===== src/rtl/fsm_stim_tx.sv =====
// Serial stimulus driver for single-bit x/y FSMs: shifts a pattern out MSB-first and captures the y response.
// Optional y=1 accumulator on ones_cnt is built only when FSM_STIM_ONES_CNT_EN is defined.
module fsm_stim_tx #(
    parameter int WIDTH = 8
) (
    input  logic                           clk,
    input  logic                           reset,
    input  logic                           start,
    input  logic [WIDTH-1:0]               data_in,
    input  logic                           y,
    output logic                           x,
    output logic                           busy,
    output logic                           done,
    output logic [WIDTH-1:0]               resp,
    output logic [$clog2(WIDTH+1)-1:0]     ones_cnt
);

    localparam int CNT_W  = $clog2(WIDTH);
    localparam int ONES_W = $clog2(WIDTH+1);

    typedef enum logic [1:0] {IDLE, SHIFT, DONE} state_t;

    state_t             state_q;
    logic [WIDTH-1:0]   shift_q;
    logic [CNT_W-1:0]   cnt_q;
    logic               x_q;
    logic               busy_q;
    logic               done_q;
    logic [WIDTH-1:0]   resp_q;

    always_ff @(posedge clk or negedge reset) begin
        if (!reset) begin
            state_q <= IDLE;
            shift_q <= '0;
            cnt_q   <= '0;
            x_q     <= 1'b0;
            busy_q  <= 1'b0;
            done_q  <= 1'b0;
            resp_q  <= '0;
        end else begin
            case (state_q)
                IDLE, DONE: begin
                    x_q     <= 1'b0;
                    busy_q  <= 1'b0;
                    done_q  <= 1'b0;
                    state_q <= IDLE;
                    if (start) begin
                        state_q <= SHIFT;
                        busy_q  <= 1'b1;
                        shift_q <= data_in;
                        cnt_q   <= CNT_W'(WIDTH-1);
                        x_q     <= data_in[WIDTH-1];
                        resp_q  <= '0;
                    end
                end
                SHIFT: begin
                    // y is the Mealy response to the x currently on the wire
                    resp_q <= {resp_q[WIDTH-2:0], y};
                    if (cnt_q != '0) begin
                        x_q     <= shift_q[WIDTH-2];
                        shift_q <= shift_q << 1;
                        cnt_q   <= cnt_q - CNT_W'(1);
                    end else begin
                        x_q     <= 1'b0;
                        busy_q  <= 1'b0;
                        done_q  <= 1'b1;
                        state_q <= DONE;
                    end
                end
                default: state_q <= IDLE;
            endcase
        end
    end

`ifdef FSM_STIM_ONES_CNT_EN
    logic [ONES_W-1:0] ones_q;

    always_ff @(posedge clk or negedge reset) begin
        if (!reset) begin
            ones_q <= '0;
        end else if (state_q == SHIFT) begin
            ones_q <= ones_q + ONES_W'(y);
        end else if (start) begin
            ones_q <= '0;
        end
    end

    assign ones_cnt = ones_q;
`else
    assign ones_cnt = '0;
`endif

    assign x    = x_q;
    assign busy = busy_q;
    assign done = done_q;
    assign resp = resp_q;

endmodule


===== config.mk =====
export PLATFORM = sky130hd
export DESIGN_NAME = fsm_stim_tx
export DESIGN_NICKNAME = d
export VERILOG_FILES = /design/src/rtl/fsm_stim_tx.sv
export SDC_FILE = /design/constraint.sdc
export NUM_CORES = 1
export LEC_CHECK = 0
export ABC_AREA = 1
export BUFFER_PORTS_ARGS = -buffer_cell sky130_fd_sc_hd__clkbuf_2
export CORE_MARGIN = 2
export CORE_UTILIZATION = 50
export CTS_BUF_LIST = sky130_fd_sc_hd__clkbuf_4 sky130_fd_sc_hd__clkbuf_8
export CTS_CLUSTER_SIZE = 24
export DETAILED_ROUTE_END_ITERATION = 16
export PLACE_DENSITY = 0.77
export SLEW_MARGIN = 20
export SYNTH_ARGS = -nofsm -noshare
export SYNTH_HDL_FRONTEND = slang
export SYNTH_SLANG_ARGS = --single-unit

===== constraint.sdc =====
create_clock -name clk -period 1.47 [get_ports clk]
set_input_delay 0.294 -clock clk [delete_from_list [all_inputs] [get_ports clk]]
set_output_delay 0.294 -clock clk [all_outputs]
set_load 0.01 [all_outputs]

==> summary.md, run 1 <==
| Metric | Value |
|---|---|
| GR Overflow Total | `0` |
| Die Span Y | `51.04 um` |
| Setup TNS | `0 ps` |
| Fin crit period | `1326 ps` |
| R2r startpoint | `cnt_q[0]` |
| Synth area leader | `dfrtp_1` |
| Number of global-route vias before repair | `838` |
| Final WS setup | `143.8 ps` |
| Synth top area cells | `dfrtp_1 52%, nand2_1 16%, nand3_1 6.3%` |
| Ratio of cells with drive above 1 in the final layout | `0.2323` |
| Final net count | `170` |
| Hold WC Path Type | `input port to flop` |
| Maxcap violations | `0` |
| Synthesis Warnings | `0` |
| Clk_skew | `10.94 ps` |
| Post_cts resized | `0` |
| Cells after Synth | `131` |
| Die width | `51.04 um` |
| Area grow syn2layout | `12.10%` |
| CTS tree | `yes` |
| Initial antenna violation count | `0` |
| Worst Setup Path Type | `flop to flop` |
| Routed Antenna Nets | `0` |
| Tot GR Track Use | `0.1858` |
| Syn Std Cell Area | `1106 um^2` |
| Total power | `2679 uW` |
| CP startpoint kind | `flop` |
| Std-Cell Rows | `17` |
| Worst-margin pin slew | `553.9 ps` |
| Total CTS buffers | `3` |
| Slew margin rel. | `0.6308` |
| Starting Density | `0.5149` |
| Status | `completed` |
| Flop2flop setup slack | `140 ps` |
| Hold_ws | `217.2 ps` |
| Via/cell ratio | `4.825` |
| RSZ-0062 raised after global routing | `false` |
| DRT Pass-1 Iters | `4` |
| CP Max Fanout | `11` |
| DP Worst Slack | `154.2 ps` |
| Tcrit/Tclk final | `0.9022` |
| Root buffer selected by CTS | `clkbuf_4` |
| Hold Crit Start | `y` |
| Total wire length | `2091 um` |
| Fmax | `0.7540 GHz` |
| Top cell type's share of synthesized area | `0.5204` |
| Hold endpoint | `resp[0]` |
| Core area | `2148 um^2` |
| Number of distinct library cells after synthesis | `16` |
| DR vias | `883` |
| Max Slew Vio Count | `0` |
| Clk Latency, worst-skew pair | `310 ps` |
| PwrDens | `2161 nW/um^2` |
| Largest net degree at the start of global routing | `24` |
| Element type at the critical path end | `flop` |
| First-pass GRT wire length | `3532 um` |
| HPWL Detailed | `1557 um` |
| Synthesized area per cell | `8.443 um^2` |
| Final Hold Fails | `0` |
| Worst VDD drop | `1.074 mV` |
| H-tree Lvls | `1` |
| Critical path arrival | `1570 ps` |
| Setup-violating endpoint count in the final report | `0` |
| Avg WL per Cell | `11.43 um` |
| Ant diodes | `0` |
| Clock Pin Slew Worst Setup and Hold Paths | `130 ps` |
| Cell count of the worst reg-to-reg path | `6` |
| Count of clock tree sinks | `23` |
| Sequential share of the synthesized area | `0.5204` |
| Num ports | `27` |
| Detailed Route Iter0 Violations | `21` |
| Critical path required time | `1710 ps` |
| #FFs+latches synth | `23` |
| Worst R2R End | `shift_q[0]` |
| Die ar. | `2605 um^2` |
| Leak pwr | `0.0007085 uW` |
| # DRC | `0` |
| RD Place Congestion | `0.7673` |
| Worst Hold Depth | `3` |
| Final Util | `0.5772` |
| IO Port Bufs | `22` |
| Clk buf depth | `2` |
==> power breakdown <==
group,switching (uW),internal [uW]
sequential,159,908
clock,189,102
combinational,845,477
total,1190,1490
==> layer usage <==
| metal | part of all wire | global-route usage | vias to the layer above |
|---|---|---|---|
| met1 | 0.44 | 0.2212 | 410 |
| met5 | 0 | 0 | - |
| met4 | 0.016 | 0.08108 | 0 |
| li1 | - | - | 448 |
| met3 | 0.038 | 0.03509 | 5 |
| met2 | 0.51 | 0.3247 | 20 |
==> cells in the final DEF, fill, tap and decap left out <==
master / count
inv_2: 1
nand2_1: 47
o22ai_1: 6
buf_4: 3
nand3_1: 14
clkinv_2: 1
nor2_1: 2
inv_1: 15
dfrtp_1: 23
dlygate4sd3_1: 1
o21ai_1: 1
o21ai_0: 3
ha_1: 2
a21oi_1: 1
nor2_4: 1
clkbuf_2: 22
clkbuf_4: 3
conb_1: 4
nand2_2: 5
==> cell families (layout without fill, tap and decap cells) <==
| kind of cell | after synthesis | after routing | synth area share |
|---|---|---|---|
| adder cells (fa/ha/maj) | 2 | 2 | 0.02262 |
| flip-flops | 23 | 23 | 0.5204 |
| buffers and inverters | 25 | 46 | 0.1290 |
| AO/OA/AOI/OAI | 11 | 11 | 0.05655 |
| AND/OR/NAND/NOR | 69 | 69 | 0.2681 |
| other | 1 | 4 | 0.003390 |
==> how the worst max path moves through the flow <==
stage	from	to	slack, ps	depth (start not counted)
after floorplan	cnt_q[0]	shift_q[1]	340	8
after global placement	cnt_q[0]	shift_q[1]	240	7
after detailed placement	cnt_q[0]	shift_q[0]	150	6
after CTS	cnt_q[0]	shift_q[0]	140	6
after global routing	cnt_q[0]	shift_q[3]	60	7
final	cnt_q[0]	shift_q[0]	140	6
==> stage by stage <==
step           cells  area [um^2]
6_report         183         1240
3_3_place_gp     178         1202
3_5_place_dp     178         1202
2_1_floorplan    134         1117
5_1_grt          183         1240
4_1_cts          183         1240
==> timing repair <==
action,CTS,global route
hold buffers,1,0
setup buffers,0,0
hold endpoints to repair,23,0
endpoints found under the setup margin,0,0
==> cells in the mapped netlist (all sizes together) <==
master / number
nand2: 52
ha: 2
nor2: 3
inv: 16
buf: 9
a21oi: 1
dfrtp: 23
o22ai: 6
o21ai: 4
nand3: 14
conb: 1
==> state kept, by name, summed over array words and instances (netlist names) <==
signal / cells
busy: 1
cnt_q: 3
done: 1
resp: 8
shift_q: 7
state_q: 2
x: 1
==> final cells by class <==
| cell class | instances | area [um^2] |
|---|---|---|
| Fill cell | 200 | 908.4 |
| Sequential cell | 23 | 575.6 |
| Multi-Input combinational cell | 86 | 399.1 |
| Timing Repair Buffer | 26 | 142.6 |
| Inverter | 16 | 60.06 |
| Tap cell | 28 | 35.03 |
| Clock buffer | 3 | 22.52 |
| Clock inverter | 1 | 5.005 |
==> critical path, stage by stage (launching register included) <==
cell and delay, ps:
dfrtp_1 410, inv_1 80, ha_1 150, nand2_1 90
nand2_2 160, nand2_2 170, o21ai_0 200
Power figures use the tool's default switching activity.
==> inputs of run 2 (changes only) <==
ABC_AREA = not set   (was 1)
==> summary.md, run 2 <==
| Metric | Value |
|---|---|
| Status | `completed` |
| Largest delay share family, worst path | `flip-flops` |
| DR vias | `849` |
| Die width | `52.19 um` |
| Number of global-route vias before repair | `845` |
| Final net count | `148` |
| Final WS setup | `27.22 ps` |
| Root buffer selected by CTS | `clkbuf_4` |
| Worst path buffer plus inverter count | `2` |
| Worst-margin pin slew | `580.3 ps` |
| Slew margin rel. | `0.6131` |
| Maxcap violations | `0` |
| Sequential share of the synthesized area | `0.4957` |
| Setup-violating endpoint count in the final report | `0` |
| Synth Area in Simple Gates | `0.1185` |
| Synthesis Warnings | `0` |
| Starting Density | `0.5249` |
| Top_reg_cell synth | `dfrtp_1` |
| Fin cells | `161` |
| Clk Latency, worst-skew pair | `320 ps` |
| Max Slew Vio Count | `0` |
| Most instantiated library cell after synthesis | `dfrtp_1` |
| Count of clock tree sinks | `23` |
| PwrDens | `2069 nW/um^2` |
| Ant diodes | `0` |
| Clk buf depth | `2` |
| Fmax | `0.6931 GHz` |
| Critical path required time | `1680 ps` |
| Core area | `2212 um^2` |
| GR Overflow Total | `0` |
| Cells after Synth | `103` |
| Element type at the critical path end | `flop` |
| Die Span Y | `52.19 um` |
| Num ports | `27` |
| Ratio of cells with drive above 1 in the final layout | `0.4511` |
| Die ar. | `2724 um^2` |
| Fin crit period | `1443 ps` |
| DP Worst Slack | `-52.68 ps` |
| Top cell type's share of synthesized area | `0.4957` |
| CP Max Fanout | `8` |
| Via/cell ratio | `5.273` |
| DRT Pass-1 Iters | `4` |
| #FFs+latches synth | `23` |
| Avg WL per Cell | `14.28 um` |
| Ys async rst share | `1.000` |
| Tcrit/Tclk final | `0.9815` |
| Hold WC Path Type | `input port to flop` |
| Worst VDD drop | `1.152 mV` |
| Final Hold Fails | `0` |
| CP Cell Sequence | `inv_1, ha_2, nor2b_4, o21ai_4, buf_12, mux2_4` |
| Total wire length | `2299 um` |
| Largest family of logic cells by synthesized area | `multiplexers` |
| Leak pwr | `0.0007034 uW` |
| Area grow syn2layout | `22.95%` |
| Number of distinct library cells after synthesis | `25` |
| Critical path arrival | `1650 ps` |
| RD Place Congestion | `0.7671` |
| Clock Pin Slew Worst Setup and Hold Paths | `130 ps` |
| Tot GR Track Use | `0.1925` |
| Slowest stage delay, CP | `370 ps` |
| Routed Antenna Nets | `0` |
| First-pass GRT wire length | `3822 um` |
| EDFF count, synth | `0` |
| Worst Setup Path Type | `flop to flop` |
| Clk_skew | `6.940 ps` |
| Post-Synth XOR/XNOR Area | `0` |
| Detailed Route Iter0 Violations | `9` |
| H-tree Lvls | `1` |
| Synth area leader | `dfrtp_1` |
| Total CTS buffers | `3` |
| CTS tree | `yes` |
| Post-synthesis mux area share | `0.1940` |
| Hold_ws | `175.2 ps` |
| Cells after DPL | `153` |
| Initial antenna violation count | `0` |
| HPWL Detailed | `1485 um` |
| Synth Area in Compound Gates | `0.1142` |
| # DRC | `0` |
| Std-Cell Rows | `17` |
| CP startpoint kind | `flop` |
| IO Port Bufs | `22` |
| Synthesized area per cell | `11.27 um^2` |
| Syn Std Cell Area | `1161 um^2` |
| Most frequent cells in the layout | `23 x dfrtp_1, 22 x clkbuf_2, 14 x mux2_2` |
| Synth Area in Adders | `0.02155` |
| Synth cell count leaders | `23 x dfrtp_1, 20 x mux2_2, 10 x nand2_1, 9 x nand2b_1, 7 x o21ai_0` |
| Commonest non-fill, non-tap cell in the layout | `dfrtp_1` |
| Max reg flops | `8` |
| Largest net degree at the start of global routing | `24` |
| CP max stage cell | `dfrtp_1` |
| Synth top area cells | `dfrtp_1 50%, mux2_2 19%, nand2b_1 4.8%` |
==> run 2: repair_timing <==
item | 4_1_cts | 5_1_grt
endpoints found under the setup margin | 6 | 6
hold buffers | 1 | 0
pin swaps | 1 | 1
endpoints found under the hold margin | 23 | 0
setup buffers | 1 | 2
resized for setup | 10 | 4
==> run 2: kinds of logic after synthesis <==
| group | Yosys count |
|---|---|
| fa+ha+maj | 2 |
| mux | 20 |
| simple gates | 28 |
| flops | 23 |
| buf+inv | 10 |
| compound gates | 19 |
| other cells | 1 |
==> run 2: power by group <==
group	switching (uW)	total, uW	internal (uW)
Sequential	208	1120	909
Clock	191	316	125
Combinational	644	1520	878
==> run 2: area by class of cell <==
class	instances	area [um^2]
timing repair buffer	31	196.4
fill	195	784.5
clock buffer	4	30.03
inverter	2	7.507
sequential	23	575.6
tap	28	35.03
multi-input combinational	73	583.1
==> run 2: final timing paths <==
check	from	endpoint	slack (ps)	depth (start not counted)
min	data_in[0]	shift_q[0]	180	3
max	cnt_q[0]	shift_q[5]	30	6
min reg2reg	done	done	510	1
min in group asynchronous	reset	resp[4]	490	2
max reg2reg	cnt_q[0]	shift_q[5]	30	6
max in group asynchronous	reset	cnt_q[0]	600	2
==> run 2: metrics by stage <==
step | instance area [um^2] | setup TNS (ps) | total power, uW | utilization
2_1_floorplan | 1172 | 0 | 2007 | -
3_3_place_gp | 1301 | 0 | 2298 | 0.5882
3_5_place_dp | 1301 | -270.7 | 2371 | 0.5882
4_1_cts | 1396 | 0 | 2903 | 0.6312
6_report | 1428 | 0 | 2954 | 0.6454
5_1_grt | 1428 | -41.36 | 3180 | 0.6454
==> run 2: tightest hold or removal path, stage by stage <==
cell,delay (ps)
clkbuf_2,80
nand2_1,40
o21ai_0,60
==> run 2: routing by layer <==
metal / GRT usage / vias up / wire [um]
li1: - / 406 / -
met1: 0.2351 / 422 / 998
met2: 0.3333 / 19 / 1195
met3: 0.03143 / 2 / 91
met4: 0.08547 / 0 / 14
met5: 0 / - / 0
==> inputs of run 3 (changes only) <==
CORE_ASPECT_RATIO = 0.7   (was not set)
==> summary.md, run 3 (synthesis results as in run 2) <==
| Metric | Value |
|---|---|
| Status | `completed` |
| Commonest non-fill, non-tap cell in the layout | `dfrtp_1` |
| CP Max Fanout | `7` |
| Num ports | `27` |
| PwrDens | `2091 nW/um^2` |
| Clk_skew | `10.24 ps` |
| Hold Crit Start | `data_in[0]` |
| Initial antenna violation count | `0` |
| DR vias | `861` |
| CP Depth | `5` |
| CTS tree | `yes` |
| Tot GR Track Use | `0.2091` |
| Max reg flops | `8` |
| Element type at the critical path end | `flop` |
| Critical path required time | `1670 ps` |
| Total CTS buffers | `3` |
| CP Cell Sequence | `buf_4, nand2b_2, o21ai_4, buf_12, mux2_4` |
| Maxcap violations | `0` |
| Total wire length | `2461 um` |
| Std-Cell Rows | `14` |
| Most frequent cells in the layout | `23 x dfrtp_1, 22 x clkbuf_2, 14 x mux2_2` |
| Core area | `2172 um^2` |
| IO Port Bufs | `22` |
| Worst Setup SP | `state_q[0]` |
| Slew margin rel. | `0.6264` |
| Flop2flop setup slack | `40 ps` |
| Worst Hold Depth | `3` |
| Clock Pin Slew Worst Setup and Hold Paths | `120 ps` |
| Cell count of the worst reg-to-reg path | `5` |
| Detailed Route Iter0 Violations | `17` |
| Fin crit period | `1435 ps` |
| Number of global-route vias before repair | `933` |
| Worst Setup Path Type | `flop to flop` |
| Slowest stage delay, CP | `430 ps` |
| # DRC | `0` |
| Worst VDD drop | `1.038 mV` |
| Critical path arrival | `1640 ps` |
| Routed Antenna Nets | `0` |
| Max Slew Vio Count | `0` |
| H-tree Lvls | `1` |
| Largest delay share family, worst path | `flip-flops` |
| CP startpoint kind | `flop` |
| Clk buf depth | `2` |
| Largest net degree at the start of global routing | `24` |
| Ratio of cells with drive above 1 in the final layout | `0.4851` |
| Leak pwr | `0.0007030 uW` |
| Root buffer selected by CTS | `clkbuf_4` |
| Hold WC Path Type | `input port to flop` |
| First-pass GRT wire length | `4064 um` |
| Worst path buffer plus inverter count | `2` |
| HPWL Detailed | `1660 um` |
| Avg WL per Cell | `14.83 um` |
| CP max stage cell | `dfrtp_1` |
| Starting Density | `0.5346` |
| Fmax | `0.6971 GHz` |
| GR Overflow Total | `0` |
| RD Place Congestion | `0.8130` |
| Final net count | `149` |
| Setup TNS | `0 ps` |
| DRT Pass-1 Iters | `4` |
| Setup-violating endpoint count in the final report | `0` |
| Final Hold Fails | `0` |
| Hold_ws | `169.5 ps` |
| Via/cell ratio | `5.187` |
| Die Span Y | `44.32 um` |
| RSZ-0062 raised after global routing | `false` |
| Ant diodes | `0` |
| Clk Latency, worst-skew pair | `310 ps` |
| Die width | `61.60 um` |
| Worst-margin pin slew | `560.4 ps` |
| Count of clock tree sinks | `23` |
| Tcrit/Tclk final | `0.9759` |
| Area grow syn2layout | `25.32%` |
| Die ar. | `2730 um^2` |
| R2r startpoint | `state_q[0]` |
## run 3: layout make-up
type                       instances  area, um^2
tap                               32       40.04
inverter                           2       7.507
sequential                        23       575.6
clock buffer                       4       30.03
multi-input combinational         73       598.1
fill                             180       716.9
timing repair buffer              32       203.9
## run 3: metrics by stage
| stage | setup WS, ps | cells | util | cell area (um^2) | total power (uW) |
|---|---|---|---|---|---|
| 3_5_place_dp | -14.50 | 160 | 0.6118 | 1329 | 2437 |
| 6_report | 35.48 | 166 | 0.6699 | 1455 | 3043 |
| 4_1_cts | 0.4220 | 166 | 0.6544 | 1421 | 2950 |
| 3_3_place_gp | 27.13 | 160 | 0.6118 | 1329 | 2348 |
| 2_1_floorplan | 43.74 | 106 | - | 1172 | 2007 |
| 5_1_grt | 3.875 | 166 | 0.6699 | 1455 | 3265 |
## run 3: per-layer routing
layer | vias up | track usage | routed length (um)
li1 | 409 | - | -
met1 | 426 | 0.2648 | 1110
met2 | 22 | 0.3432 | 1216
met3 | 4 | 0.06725 | 110
met4 | 0 | 0.06383 | 22
met5 | - | 0 | 0
## run 3: worst paths after layout
check,end
setup / recovery,shift_q[6]
hold / removal,shift_q[0]
setup reg to reg,shift_q[6]
hold reg to reg,done
max in group asynchronous,x
min in group asynchronous,resp[5]
## run 3: report_power, final
| part | switching (uW) | total (uW) | leakage, uW | internal (uW) |
|---|---|---|---|---|
| logic | 699 | 1610 | 0.000397 | 915 |
| clock network | 181 | 305 | 0.0000184 | 124 |
| registers | 214 | 1120 | 0.000288 | 909 |
## run 3: repair_timing
item	4_1_cts	5_1_grt
hold buffers	1	0
setup endpoints to repair	6	9
resized for setup	9	10
pin swaps	1	4
buffers inserted	1	0
hold endpoints to repair	23	0
## run 3: worst min-delay path: stages
cell	delay (ps)
clkbuf_2	70
nand2_1	30
o21ai_0	50
